## config.mk

```make
export PLATFORM = sky130hd
export DESIGN_NAME = dalu_mc
export DESIGN_NICKNAME = d
export VERILOG_FILES = /design/src/rtl/dalu_mc.sv
export SDC_FILE = /design/constraint.sdc
export NUM_CORES = 1
export LEC_CHECK = 0
export ABC_AREA = 1
export BUFFER_PORTS_ARGS = -buffer_cell sky130_fd_sc_hd__buf_2
export CAP_MARGIN = 10
export CORE_UTILIZATION = 23
export CTS_CLUSTER_DIAMETER = 120
export CTS_CLUSTER_SIZE = 30
export DETAILED_ROUTE_END_ITERATION = 12
export SYNTH_ARGS = -nofsm -noshare
export SYNTH_HDL_FRONTEND = slang
export SYNTH_SLANG_ARGS = --single-unit
```

## constraint.sdc

```tcl
create_clock -name clk -period 3.9 [get_ports clk]
set_input_delay 0 -clock clk [delete_from_list [all_inputs] [get_ports clk]]
set_output_delay 0 -clock clk [all_outputs]
set_load 0.01 [all_outputs]
```

## src/rtl/dalu_mc.sv

```systemverilog
`default_nettype none
// ============================================================================
// Module   : dalu_mc
// Purpose  : Multi-cycle ALU. Single-cycle arithmetic and logic ops, plus an
//            iterative shift-add multiplier and an optional restoring divider.
//            The divider and DIV/DIVH opcodes exist only when DALU_MC_DIV_EN
//            is defined.
// Revision : 1.0 - initial release
// ============================================================================
module dalu_mc #(
    parameter int W = 16
) (
    input  logic         clk,
    input  logic         rst_n,
    input  logic         start,
    input  logic [7:0]   op,
    input  logic [W-1:0] a,
    input  logic [W-1:0] b,
    input  logic         cf,
    output logic         busy,
    output logic         done,
    output logic [W-1:0] acc,
    output logic [W-1:0] c,
    output logic         c_flag,
    output logic         z_flag,
    output logic         o_flag,
    output logic         err
);

    localparam int H  = W / 2;
    localparam int CW = $clog2(W);
    localparam logic [CW-1:0] c_LAST = CW'(W - 1);

    localparam logic [7:0] c_OP_ADD  = 8'h01;
    localparam logic [7:0] c_OP_ADC  = 8'h02;
    localparam logic [7:0] c_OP_SUB  = 8'h03;
    localparam logic [7:0] c_OP_SUC  = 8'h04;
    localparam logic [7:0] c_OP_MULH = 8'h05;
    localparam logic [7:0] c_OP_MUL  = 8'h06;
`ifdef DALU_MC_DIV_EN
    localparam logic [7:0] c_OP_DIVH = 8'h07;
    localparam logic [7:0] c_OP_DIV  = 8'h08;
`endif
    localparam logic [7:0] c_OP_CMP  = 8'h09;
    localparam logic [7:0] c_OP_AND  = 8'h0A;
    localparam logic [7:0] c_OP_NEG  = 8'h0B;
    localparam logic [7:0] c_OP_NOT  = 8'h0C;
    localparam logic [7:0] c_OP_OR   = 8'h0D;
    localparam logic [7:0] c_OP_SHL  = 8'h0E;
    localparam logic [7:0] c_OP_SHR  = 8'h0F;
    localparam logic [7:0] c_OP_XOR  = 8'h10;
    localparam logic [7:0] c_OP_TEST = 8'h11;

    localparam logic [1:0] c_S_IDLE = 2'd0;
    localparam logic [1:0] c_S_MUL  = 2'd1;
`ifdef DALU_MC_DIV_EN
    localparam logic [1:0] c_S_DIV  = 2'd2;
`endif

    logic [1:0]    r_state;
    logic [1:0]    w_state_nxt;
    logic [CW-1:0] r_cnt;
    logic [W-1:0]  r_hi;
    logic [W-1:0]  r_lo;
    logic [W-1:0]  r_opnd;
    logic          r_half;

    logic          w_accept;
    logic          w_last;
    logic [W-1:0]  w_a_lo;
    logic [W-1:0]  w_b_lo;
    logic [W:0]    w_sa;
    logic [W:0]    w_sb;
    logic [W:0]    w_sum;

    logic          w_ld_acc;
    logic          w_ld_c;
    logic          w_ld_co;
    logic          w_ld_z;
    logic [W-1:0]  w_acc_v;
    logic [W-1:0]  w_c_v;
    logic          w_cf_v;
    logic          w_zf_v;
    logic          w_of_v;
    logic          w_err_v;
    logic          w_go_mul;
    logic          w_half;

    logic [W:0]    w_msum;
    logic [W-1:0]  w_mhi;
    logic [W-1:0]  w_mlo;

`ifdef DALU_MC_DIV_EN
    logic          w_go_div;
    logic [W:0]    w_dt;
    logic          w_dge;
    logic [W-1:0]  w_dhi;
    logic [W-1:0]  w_dlo;
`endif

    assign busy     = (r_state != c_S_IDLE);
    assign w_accept = start && !busy;
    assign w_last   = (r_cnt == c_LAST);
    assign w_a_lo   = {{(W-H){1'b0}}, a[H-1:0]};
    assign w_b_lo   = {{(W-H){1'b0}}, b[H-1:0]};
    assign w_sa     = {a[W-1], a};
    assign w_sb     = {b[W-1], b};

    // One shift-add step: add multiplicand into the high half, shift {hi,lo} right.
    assign w_msum = {1'b0, r_hi} + {1'b0, (r_lo[0] ? r_opnd : {W{1'b0}})};
    assign w_mhi  = w_msum[W:1];
    assign w_mlo  = {w_msum[0], r_lo[W-1:1]};

`ifdef DALU_MC_DIV_EN
    // One restoring step: the partial remainder never exceeds 2*divisor-1.
    assign w_dt  = {r_hi, r_lo[W-1]};
    assign w_dge = (w_dt >= {1'b0, r_opnd});
    assign w_dhi = w_dge ? (w_dt[W-1:0] - r_opnd) : w_dt[W-1:0];
    assign w_dlo = {r_lo[W-2:0], w_dge};
`endif

    always_comb begin
        w_ld_acc = 1'b0;
        w_ld_c   = 1'b0;
        w_ld_co  = 1'b0;
        w_ld_z   = 1'b0;
        w_acc_v  = acc;
        w_c_v    = c;
        w_cf_v   = 1'b0;
        w_zf_v   = 1'b0;
        w_of_v   = 1'b0;
        w_err_v  = 1'b0;
        w_go_mul = 1'b0;
        w_half   = 1'b0;
        w_sum    = '0;
`ifdef DALU_MC_DIV_EN
        w_go_div = 1'b0;
`endif
        case (op)
            c_OP_ADD, c_OP_ADC, c_OP_SUB, c_OP_SUC: begin
                case (op)
                    c_OP_ADD: w_sum = w_sa + w_sb;
                    c_OP_ADC: w_sum = w_sa + w_sb + {{W{1'b0}}, cf};
                    c_OP_SUB: w_sum = w_sa - w_sb;
                    default:  w_sum = w_sa - w_sb - {{W{1'b0}}, cf};
                endcase
                w_ld_acc = 1'b1;
                w_acc_v  = w_sum[W-1:0];
                w_ld_co  = 1'b1;
                w_cf_v   = w_sum[W];
                w_of_v   = w_sum[W] ^ w_sum[W-1];
                w_ld_z   = 1'b1;
                w_zf_v   = (w_sum[W-1:0] == '0);
            end
            c_OP_MULH: begin
                w_go_mul = 1'b1;
                w_half   = 1'b1;
            end
            c_OP_MUL: w_go_mul = 1'b1;
`ifdef DALU_MC_DIV_EN
            c_OP_DIVH, c_OP_DIV: begin
                w_half = (op == c_OP_DIVH);
                if ((op == c_OP_DIVH) ? (b[H-1:0] == '0) : (b == '0)) begin
                    w_ld_acc = 1'b1;
                    w_acc_v  = '1;
                    w_ld_c   = 1'b1;
                    w_c_v    = a;
                    w_ld_co  = 1'b1;
                    w_ld_z   = 1'b1;
                    w_err_v  = 1'b1;
                end else begin
                    w_go_div = 1'b1;
                end
            end
`endif
            c_OP_CMP: begin
                w_ld_co = 1'b1;
                w_ld_z  = 1'b1;
                w_zf_v  = (a == b);
                w_cf_v  = (a < b);
                w_of_v  = (a > b);
            end
            c_OP_AND, c_OP_NEG, c_OP_NOT, c_OP_OR, c_OP_XOR: begin
                case (op)
                    c_OP_AND: w_acc_v = a & b;
                    c_OP_NEG: w_acc_v = ~a;
                    c_OP_NOT: w_acc_v = (a == '0) ? {{(W-1){1'b0}}, 1'b1} : '0;
                    c_OP_OR:  w_acc_v = a | b;
                    default:  w_acc_v = a ^ b;
                endcase
                w_ld_acc = 1'b1;
                w_ld_co  = 1'b1;
                w_ld_z   = 1'b1;
                w_zf_v   = (w_acc_v == '0);
            end
            c_OP_SHL, c_OP_SHR: begin
                w_acc_v  = (op == c_OP_SHL) ? {a[W-2:0], 1'b0} : {1'b0, a[W-1:1]};
                w_cf_v   = (op == c_OP_SHL) ? a[W-1] : a[0];
                w_ld_acc = 1'b1;
                w_ld_co  = 1'b1;
                w_ld_z   = 1'b1;
                w_zf_v   = (w_acc_v == '0);
            end
            c_OP_TEST: begin
                w_ld_z = 1'b1;
                w_zf_v = ((a & b) == '0);
            end
            default: w_err_v = 1'b1;
        endcase
    end

    always_comb begin
        w_state_nxt = r_state;
        case (r_state)
            c_S_IDLE: begin
                if (w_accept && w_go_mul) w_state_nxt = c_S_MUL;
`ifdef DALU_MC_DIV_EN
                else if (w_accept && w_go_div) w_state_nxt = c_S_DIV;
`endif
            end
            c_S_MUL: if (w_last) w_state_nxt = c_S_IDLE;
`ifdef DALU_MC_DIV_EN
            c_S_DIV: if (w_last) w_state_nxt = c_S_IDLE;
`endif
            default: w_state_nxt = c_S_IDLE;
        endcase
    end

    always_ff @(posedge clk) begin
        if (!rst_n) r_state <= c_S_IDLE;
        else        r_state <= w_state_nxt;
    end

    always_ff @(posedge clk) begin
        if (!rst_n) begin
            done   <= 1'b0;
            acc    <= '0;
            c      <= '0;
            c_flag <= 1'b0;
            z_flag <= 1'b0;
            o_flag <= 1'b0;
            err    <= 1'b0;
            r_hi   <= '0;
            r_lo   <= '0;
            r_opnd <= '0;
            r_half <= 1'b0;
            r_cnt  <= '0;
        end else begin
            done <= 1'b0;
            if (w_accept) begin
                r_half <= w_half;
                r_cnt  <= '0;
                if (w_go_mul) begin
                    r_hi   <= '0;
                    r_lo   <= w_half ? w_b_lo : b;
                    r_opnd <= w_half ? w_a_lo : a;
                end
`ifdef DALU_MC_DIV_EN
                else if (w_go_div) begin
                    r_hi   <= '0;
                    r_lo   <= w_half ? w_a_lo : a;
                    r_opnd <= w_half ? w_b_lo : b;
                end
`endif
                else begin
                    done <= 1'b1;
                    err  <= w_err_v;
                    if (w_ld_acc) acc <= w_acc_v;
                    if (w_ld_c)   c   <= w_c_v;
                    if (w_ld_z)   z_flag <= w_zf_v;
                    if (w_ld_co) begin
                        c_flag <= w_cf_v;
                        o_flag <= w_of_v;
                    end
                end
            end else if (r_state == c_S_MUL) begin
                r_hi  <= w_mhi;
                r_lo  <= w_mlo;
                r_cnt <= r_cnt + 1'b1;
                if (w_last) begin
                    done   <= 1'b1;
                    acc    <= w_mlo;
                    c      <= r_half ? '0 : w_mhi;
                    z_flag <= (w_mlo == '0);
                    c_flag <= 1'b0;
                    o_flag <= 1'b0;
                    err    <= 1'b0;
                end
            end
`ifdef DALU_MC_DIV_EN
            else if (r_state == c_S_DIV) begin
                r_hi  <= w_dhi;
                r_lo  <= w_dlo;
                r_cnt <= r_cnt + 1'b1;
                if (w_last) begin
                    done   <= 1'b1;
                    acc    <= w_dlo;
                    c      <= w_dhi;
                    z_flag <= (w_dlo == '0);
                    c_flag <= 1'b0;
                    o_flag <= 1'b0;
                    err    <= 1'b0;
                end
            end
`endif
        end
    end

endmodule
`default_nettype wire

```

==> flow_summary.ini, run 1 <==
[power_and_ir_drop]
ir_worst_vdd_v = 0.000166
combPwrFrac_pct = 34.4
netSwitchingPower_mw = 1.10
p_leak_nw = 5.11
p_seq_share_pct = 34.3
p_clk_share_pct = 31.4
p_int_mw = 1.66
p_sw_share_pct = 39.8
p_per_area_nw_per_um2 = 256

[routing]
wire_per_inst_microns = 16.6
drt_iter0_markers = 993
drt_wl_total_mm = 36.0
first_pass_iters = 5
post_drt_via_cell_ratio = 4.94
drc = 0
vias = 10667
ant_nets = 0

[critical_path]
path_max_fanout = 12
critPathBufInv = 4
crit_family = simple AND/OR/NAND/NOR gates
worstPathArrival_ns = 3.85
endpoint_kind = flop
critPathRequiredTime_ns = 4.18
critPathSlowestCell = dlygate4sd3_1
critPathMaxStageDelay_ns = 0.52
critPathKind = in -> reg
reg2reg_setup_slack_ns = 0.80
cp-start-kind = input port
crit_top_cell = nand3_1
cp_cell_sequence = dlygate4sd3_1, buf_2, inv_1, ha_2, inv_1, nand2_1, nand2_1, nor2_2, nand3_1, nor2_1, nand3_1, nand2_1, nand3_1, a21oi_1, nand3_1, nor2_1, nand3_1, nor2_1, nand3_1, nand2_1, nand2_1, a21oi_2

[run]
cap_violations = 0

[sta]
relSlewSlack_pct = 42.8
rsz0062_at_grt = false
worst_pin_slew_ns = 0.857
final-max-slew-violation-count = 0
period_share_pct = 91.5
layout_min_cycle_time_ns = 3.57
max_freq_mhz = 280
final.setup.tns_ns = 0
hold_ws_ns = 0.00944
setup_viol = 0
final.setup_skew_ns = 0.00811
hold_viol = 0

[synth]
synth_edf_count = 0
ys_ff_latch = 91
synth_cell_types = 55
yosysWarningCount = 0
yosys.area.top_type = dfxtp_1
async_flop_share_pct = 0
synth_top_cell_area_share_pct = 19.5
syn_inst = 1563
ys_seq_area_share_pct = 19.5
syn_area_sq_um = 9360
ys.flop_type = dfxtp_1
synthTopCellsByArea = dfxtp_1, nand2_1, ha_1
syn_area_per_cell_sq_um = 5.99
synthesis.nets = 1683

[placement]
placed_area_sq_um = 10300
globalplace.congestion = 0.958
dp_hpwl_mm = 29.5
io_buffers = 81

[floorplan]
num_io_pins = 82
die_x_microns = 204
dieArea_sq_um = 41500
core_sq_um = 39900
die_h_microns = 204
num_rows = 73
initial_core_util_pct = 23.5

[final_layout]
fin_nets = 1751
area_growth_pct = 14.7
design_area_sq_um = 10700
seqCellArea_sq_um = 1820
fin_util_pct = 26.9
drive_above_1_share_pct = 13.5
final.fill_count = 4472
multi_input_area_sq_um = 6580
diodes = 0

[global_routing]
grt_max_degree = 55
grt_usage_pct = 17.2
antenna_found_initial = 0
gr-total-overflow = 0
grt_pass1_vias = 10173
grt_pass1_wl_mm = 56.2

[cts]
cts_tree = done
clkTransAtPathRegs_ns = 0.08
root_buffer = clkbuf_16
htreeDepth = 3
cts_buffer_depth = 2
clkLatencyLatePin_ns = 0.34
cts_setup_buffers = 0
clock_sinks = 91
numCtsBuffers = 9

[run_status]
status = finished clean

[worst_hold_path]
worstHoldPathType = in -> reg
## layer usage
metal / up-vias / routed length (microns) / GRT usage [%]
met5: - / 0 / 0
li1: 5302 / - / -
met1: 4932 / 16100 / 22.5
met2: 382 / 17200 / 30.2
met4: 0 / 736 / 4.11
met3: 51 / 1960 / 1.31
## power groups by stage
| stage | sequential (mW) | combinational, mW | clock (mW) |
|---|---|---|---|
| 4_1_cts | 0.944 | 0.930 | 0.880 |
| 5_1_grt | 0.945 | 1.04 | 0.918 |
| 6_report | 0.944 | 0.947 | 0.864 |
| 3_3_place_gp | 0.966 | 0.913 | 0 |
| 3_5_place_dp | 0.966 | 0.911 | 0 |
| 2_1_floorplan | 0.965 | 0.625 | 0 |
## cell type report
type,count,share of cell area (%)
multi-input cells,1229,61.2
flip-flops and latches,91,17.0
inverters,188,6.59
repair buffers,112,6.31
well taps,525,6.12
clock buffers,9,2.10
clock inverters,7,0.676
## worst register-to-register path, cell delays in order (launching register included)
cell and delay, ns:
dfxtp_1 0.70, nand2_1 0.14, inv_1 0.09, ha_1 0.15, inv_1 0.09, nor3_1 0.17, nand2_1 0.08, nand2_1 0.09
nand2_1 0.10, a22oi_1 0.25, a31oi_1 0.17, o21ai_0 0.31, nand2_1 0.09, nand2_1 0.06, a21oi_1 0.07, or2_2 0.29
nand3_1 0.07, a21oi_1 0.06
## final timing paths
check                        from               endpoint  cells after the start
max reg2reg  r_lo[0]$_SDFFE_PN0P_  r_hi[14]$_SDFFE_PN0P_                     17
max                          b[2]    z_flag$_SDFFE_PN0P_                     22
min                         b[14]  r_lo[14]$_SDFFE_PN0P_                      3
min reg2reg     c[8]$_SDFFE_PN0P_      c[8]$_SDFFE_PN0P_                      2
## registers in the layout, summed over array words and instances (netlist names)
register	flops
r_state	1
c	16
err	1
r_lo	16
r_hi	16
o_flag	1
c_flag	1
r_cnt	4
r_half	1
r_opnd	16
acc	16
done	1
z_flag	1
## cell families after synthesis
family,Yosys count,synth area share (%)
and+or+nand+nor,834,39.8
AOI/OAI and AO/OA,306,18.8
buffers and inverters,243,10.3
DFF,91,19.5
adders and majority gates,76,10.4
xor gates and xnor gates,13,1.22
## cell usage after synthesis (6+ instances only)
library cell	number
inv_1	165
ha_1	73
dfxtp_1	91
inv_2	20
xor2_1	11
nand2_2	29
nor2_4	6
or2_2	10
nor2_1	115
nand4_1	27
a21oi_1	87
nor3_1	9
clkbuf_1	33
o21ai_0	114
o2111ai_1	9
nand2_1	467
nand3_1	117
nor4_1	11
nor2_2	15
o211ai_1	11
a22oi_1	12
a31oi_1	32
nand3_2	7
buf_2	17
o21ai_1	12
## repair_timing
| action | in CTS | in global routing |
|---|---|---|
| hold buffers | 16 | 0 |
| resized for setup | 0 | 1 |
| setup endpoints to repair | 0 | 1 |
| endpoints found under the hold margin | 16 | 0 |
## placed cells by master (no fill, tap or decap), types with 5 or more instances in the layout
cell type,count
a31oi_1,32
o2111ai_1,9
nor2_4,6
clkbuf_16,9
nand2_2,29
xor2_1,11
nand3_2,7
inv_2,20
nor3_1,9
or2_2,10
dlygate4sd3_1,16
nand2_1,467
a21oi_2,5
o21bai_1,5
a22oi_1,12
buf_4,15
nor4_1,11
ha_1,72
o21ai_1,12
o21ai_0,114
buf_2,81
nor3_2,5
o211ai_1,11
nor2_2,15
nand4_1,27
nand3_1,117
inv_1,165
nor2_1,115
dfxtp_1,91
a21oi_1,87
o22ai_1,5
## per-stage QoR
step	std cells	power (mW)	setup slack (ns)
finish	2161	2.75	0.331
global route	2161	2.90	0.0810
CTS	2161	2.75	0.335
detailed placement	2129	1.88	0.411
global placement	2129	1.88	0.359
floorplan	1563	1.59	1.17
No activity file was read; power rests on OpenSTA's default activity.
==> run 2: changes to the inputs <==
--- a/config.mk
+++ b/config.mk
@@ -8,10 +8,12 @@
 export ABC_AREA = 1
 export BUFFER_PORTS_ARGS = -buffer_cell sky130_fd_sc_hd__buf_2
 export CAP_MARGIN = 10
-export CORE_UTILIZATION = 23
+export CORE_MARGIN = 2
+export CORE_UTILIZATION = 60
 export CTS_CLUSTER_DIAMETER = 120
 export CTS_CLUSTER_SIZE = 30
 export DETAILED_ROUTE_END_ITERATION = 12
+export PLACE_DENSITY = 0.8
 export SYNTH_ARGS = -nofsm -noshare
 export SYNTH_HDL_FRONTEND = slang
 export SYNTH_SLANG_ARGS = --single-unit
==> run 2 against run 1 <==
Against the previous run:
- global-route usage rose by 21 points
- sequential share of layout area up 0.71 points
- clock power shrank 0.9%
- final cell count fell by 16%
- power shrank 1.1%
- maximum frequency increased by 3.1%
- critical path depth did not move
- combinational power is 2.4% lower
- clock skew fell by 0.00099 ns
- worst hold slack improved by 0.0067 ns
- first-iteration DRC count up 5.2%
- critical endpoint unchanged
- highest routed layer unchanged
==> flow_summary.ini, run 2 (synthesis gave the netlist of run 1 again) <==
[sta]
final.setup.tns_ns = 0
period_share_pct = 88.7
relSlewSlack_pct = 28.2
layout_min_cycle_time_ns = 3.46
worst_slack_ns = 0.440
final.setup_skew_ns = 0.00712
max_freq_mhz = 289
worst_pin_slew_ns = 1.07
hold_ws_ns = 0.0161
hold_viol = 0
rsz0062_at_grt = false
final-max-slew-violation-count = 0
setup_viol = 0

[power_and_ir_drop]
ir_worst_vdd_v = 0.000242
p_leak_nw = 5.10
power_mw = 2.72
p_per_area_nw_per_um2 = 264

[cts]
clkTransAtPathRegs_ns = 0.07
cts_setup_buffers = 0
clkLatencyLatePin_ns = 0.34
root_buffer = clkbuf_16
htreeDepth = 3
numCtsBuffers = 9
cts_tree = done
cts_buffer_depth = 2
clock_sinks = 91

[critical_path]
endpoint_kind = flop
cp-start-kind = input port
critPathMaxStageDelay_ns = 0.63
critPathKind = in -> reg
critPathRequiredTime_ns = 4.18
worstPathArrival_ns = 3.74
critPathSlowestCell = ha_1
crit_top_cell = nand2_1
path_max_fanout = 12
cp_cell_sequence = dlygate4sd3_1, buf_2, inv_1, ha_1, nand2_1, nor2_2, nand2_1, nand3_2, nand2_1, nand2_2, nand3_4, nor2_4, nand3_1, nand3_1, nand3_1, nor2_2, nand2_1, nor2_1, nand3_1, nand2_1, nand2_1, a21oi_2

[routing]
ant_nets = 0
drt_wl_total_mm = 32.0
wire_per_inst_microns = 17.6
first_pass_iters = 7
drt_iter0_markers = 1045
drc = 0
vias = 10926
post_drt_via_cell_ratio = 5.99

[final_layout]
final.fill_count = 1414
fin_nets = 1750
diodes = 0
area_growth_pct = 10.1
final_cell_mix = nand2_1, inv_1, nand3_1
mostFrequentLayoutCell = nand2_1
design_area_sq_um = 10300
drive_above_1_share_pct = 13.3

[floorplan]
dieArea_sq_um = 16600
die_x_microns = 129
core_sq_um = 15200
num_io_pins = 82
num_rows = 45
initial_core_util_pct = 61.6
die_h_microns = 129

[worst_hold_path]
worstHoldPathType = in -> reg

[placement]
globalplace.congestion = 1.04
io_buffers = 81
place_ws_ns = 0.656
placed_area_sq_um = 9840
dp_hpwl_mm = 25.3

[global_routing]
grt_max_degree = 56
antenna_found_initial = 0
grt_pass1_wl_mm = 50.7
grt_pass1_vias = 10061
grt_usage_pct = 38.4
gr-total-overflow = 0

[run_status]
status = finished clean

[run]
cap_violations = 0
==> run 2: timing repair <==
action / 4_1_cts / 5_1_grt
hold buffers: 17 / 0
gates resized for setup: 0 / 0
hold endpoints to repair: 17 / 0
==> run 2: layer usage <==
metal / track usage (%) / routed length [microns] / up-vias / part of all wire [%]
met3: 5.32 / 2480 / 129 / 7.8
li1: - / - / 5302 / -
met4: 19.1 / 1600 / 0 / 5.0
met2: 67.1 / 15100 / 587 / 47
met1: 46.2 / 12800 / 4908 / 40
met5: 0 / 0 / - / 0
==> run 2: path summary, 6_finish.rpt <==
kind                           startpoint                       to  slack [ns]  cells after the start
setup / recovery                     b[4]      z_flag$_SDFFE_PN0P_        0.44                     22
hold / removal                      a[12]  r_opnd[12]$_SDFFE_PN0P_        0.02                      3
setup reg to reg  r_state[0]$_SDFFE_PN0P_     r_lo[0]$_SDFFE_PN0P_        0.54                     10
hold reg to reg        c[11]$_SDFFE_PN0P_       c[11]$_SDFFE_PN0P_        0.46                      2
==> run 2: through the flow <==
| stage | utilization (%) | instances |
|---|---|---|
| floorplan | - | 1563 |
| global placement | 64.8 | 1790 |
| detailed placement | 64.8 | 1790 |
| CTS | 67.8 | 1823 |
| global route | 67.8 | 1823 |
| finish | 67.8 | 1823 |
==> run 2: layout make-up <==
| class | instances | area [sq um] | share of cell area [%] |
|---|---|---|---|
| clock buffers | 9 | 225 | 2.18 |
| clock inverters | 7 | 68.8 | 0.668 |
| flip-flops and latches | 91 | 1820 | 17.7 |
| repair buffers | 111 | 673 | 6.53 |
| multi-input cells | 1229 | 6580 | 63.8 |
| well taps | 188 | 235 | 2.28 |
| inverters | 188 | 708 | 6.87 |
==> run 2: where the power goes <==
group	internal, mW	switching [mW]
sequential	0.938	0.00571
clock	0.494	0.362
combinational	0.271	0.653
==> run 2: critical path: cells and delay by family <==
family | cells | cell delay [ns]
simple gates | 17 | 2.18
compound gates | 1 | 0.10
fa+ha+maj | 1 | 0.63
buf+inv | 3 | 0.81
==> run 3: changes to the inputs <==
--- a/config.mk
+++ b/config.mk
@@ -13,6 +13,7 @@
 export CTS_CLUSTER_DIAMETER = 120
 export CTS_CLUSTER_SIZE = 30
 export DETAILED_ROUTE_END_ITERATION = 12
+export MAX_ROUTING_LAYER = met4
 export PLACE_DENSITY = 0.8
 export SYNTH_ARGS = -nofsm -noshare
 export SYNTH_HDL_FRONTEND = slang
==> run 3 against run 2 <==
Against the previous run:
- via count shrank 0.92%
- clock skew shrank 0.0016 ns
- final cell count shrank 0.22%
- combinational power is essentially flat
- largest power group unchanged
==> flow_summary.ini, run 3 (synthesis gave the netlist of run 1 again) <==
[run_status]
status = finished clean

[power_and_ir_drop]
ir_worst_vdd_v = 0.000221
p_leak_nw = 5.09
p_per_area_nw_per_um2 = 265
combPwrFrac_pct = 34.1
p_int_mw = 1.71
p_sw_share_pct = 37.0
p_seq_share_pct = 34.7
p_clk_share_pct = 31.2
netSwitchingPower_mw = 1.01

[sta]
final-max-slew-violation-count = 0
max_freq_mhz = 299
final.setup_skew_ns = 0.00550
rsz0062_at_grt = false
period_share_pct = 85.6
layout_min_cycle_time_ns = 3.34
setup_viol = 0
worst_slack_ns = 0.561
hold_viol = 0
worst_pin_slew_ns = 1.12
relSlewSlack_pct = 25.0
final.setup.tns_ns = 0

[critical_path]
crit_start = b[4]
reg2reg_setup_slack_ns = 0.61
critPathKind = in -> reg
rr_startpoint = r_state[0]$_SDFFE_PN0P_
endpoint_kind = flop
crit_end = z_flag$_SDFFE_PN0P_
r2r_end = r_lo[0]$_SDFFE_PN0P_
r2r_cells = 10
critPathRequiredTime_ns = 4.18
worstPathArrival_ns = 3.62
cp-start-kind = input port
path_max_fanout = 12

[cts]
root_buffer = clkbuf_16
clkLatencyLatePin_ns = 0.35
cts_tree = done
cts_buffer_depth = 2
cts_setup_buffers = 0
clkTransAtPathRegs_ns = 0.06
numCtsBuffers = 9
htreeDepth = 3
clock_sinks = 91

[floorplan]
num_io_pins = 82
initial_core_util_pct = 61.6
dieArea_sq_um = 16600
num_rows = 45
core_sq_um = 15200
die_x_microns = 129
die_h_microns = 129

[global_routing]
grt_usage_pct = 40.1
grt_pass1_vias = 10121
grt_pass1_wl_mm = 51.1
grt_max_degree = 56
gr-total-overflow = 0
antenna_found_initial = 0

[placement]
dp_hpwl_mm = 25.4
globalplace.congestion = 1.07
io_buffers = 81
place_ws_ns = 0.662

[routing]
drc = 0
wire_per_inst_microns = 17.9
drt_wl_total_mm = 32.5
post_drt_via_cell_ratio = 5.95
ant_nets = 0
drt_iter0_markers = 977
vias = 10825
first_pass_iters = 6

[worst_hold_path]
hold_depth = 3
worstHoldPathType = in -> reg

[final_layout]
diodes = 0
mostFrequentLayoutCell = nand2_1
fin_util_pct = 67.6
drive_above_1_share_pct = 13.1
area_growth_pct = 9.78
fin_nets = 1748
final_cell_mix = nand2_1, inv_1, nand3_1

[run]
cap_violations = 0
[run 3: through the flow]
step / cell area, sq um / power (mW) / instances / hold WS, ns
global route: 10300 / 2.85 / 1819 / 0.0204
detailed placement: 9840 / 1.84 / 1789 / 0.315
finish: 10300 / 2.72 / 1819 / 0.00404
floorplan: 9360 / 1.59 / 1563 / 0.145
global placement: 9840 / 1.84 / 1789 / 0.307
CTS: 10300 / 2.69 / 1819 / 0.00167
[run 3: worst min-delay path by stage]
stage,startpoint,to,slack [ns]
detailed placement,b[11],r_lo[11]$_SDFFE_PN0P_,0.31
global route,b[0],r_lo[0]$_SDFFE_PN0P_,0.02
CTS,a[8],r_opnd[8]$_SDFFE_PN0P_,0.002
floorplan,a[13],r_opnd[13]$_SDFFE_PN0P_,0.14
global placement,a[13],r_opnd[13]$_SDFFE_PN0P_,0.31
finish,a[12],r_opnd[12]$_SDFFE_PN0P_,0.004
[run 3: area by class of cell]
| class | count | area [sq um] |
|---|---|---|
| clock buffer | 11 | 243 |
| clock inverter | 3 | 40.0 |
| fill | 1399 | 4920 |
| inverter | 188 | 708 |
| multi-input combinational | 1229 | 6580 |
| sequential | 91 | 1820 |
| tap | 188 | 235 |
| timing repair buffer | 109 | 656 |
[run 3: layer usage]
layer	wire length [microns]	global-route usage, %	up-vias	part of all wire [%]
met2	15400	67.5	519	47
met4	1690	19.9	0	5.2
li1	-	-	5288	-
met3	2310	4.74	118	7.1
met1	13100	47.2	4900	40
met5	0	-	-	0
[run 3: timing repair]
action                    4_1_cts  5_1_grt
resized for setup               0        0
hold buffers                   16        0
hold endpoints to repair       16        0
[run 3: critical path: stages]
cell,delay [ns]
dlygate4sd3_1,0.52
buf_2,0.15
inv_1,0.07
ha_1,0.60
nand2_1,0.20
nor2_2,0.15
nand2_1,0.11
nand3_2,0.15
nand2_1,0.08
nand2_2,0.13
nand3_4,0.11
nor2_4,0.18
nor2_1,0.06
o21ai_1,0.07
nand2_1,0.06
nand2_1,0.16
inv_2,0.04
nor2_1,0.17
nand3_1,0.09
nor2_1,0.11
nand3_1,0.11
nand2_1,0.09
nand2_1,0.06
a21oi_2,0.12
[run 3: power by group through the flow]
stage / Combinational, mW / Clock (mW) / Sequential, mW
after floorplan: 0.625 / 0 / 0.965
after global placement: 0.875 / 0 / 0.964
after detailed placement: 0.879 / 0 / 0.964
after CTS: 0.896 / 0.846 / 0.944
after global routing: 1.02 / 0.885 / 0.944
final: 0.926 / 0.849 / 0.944
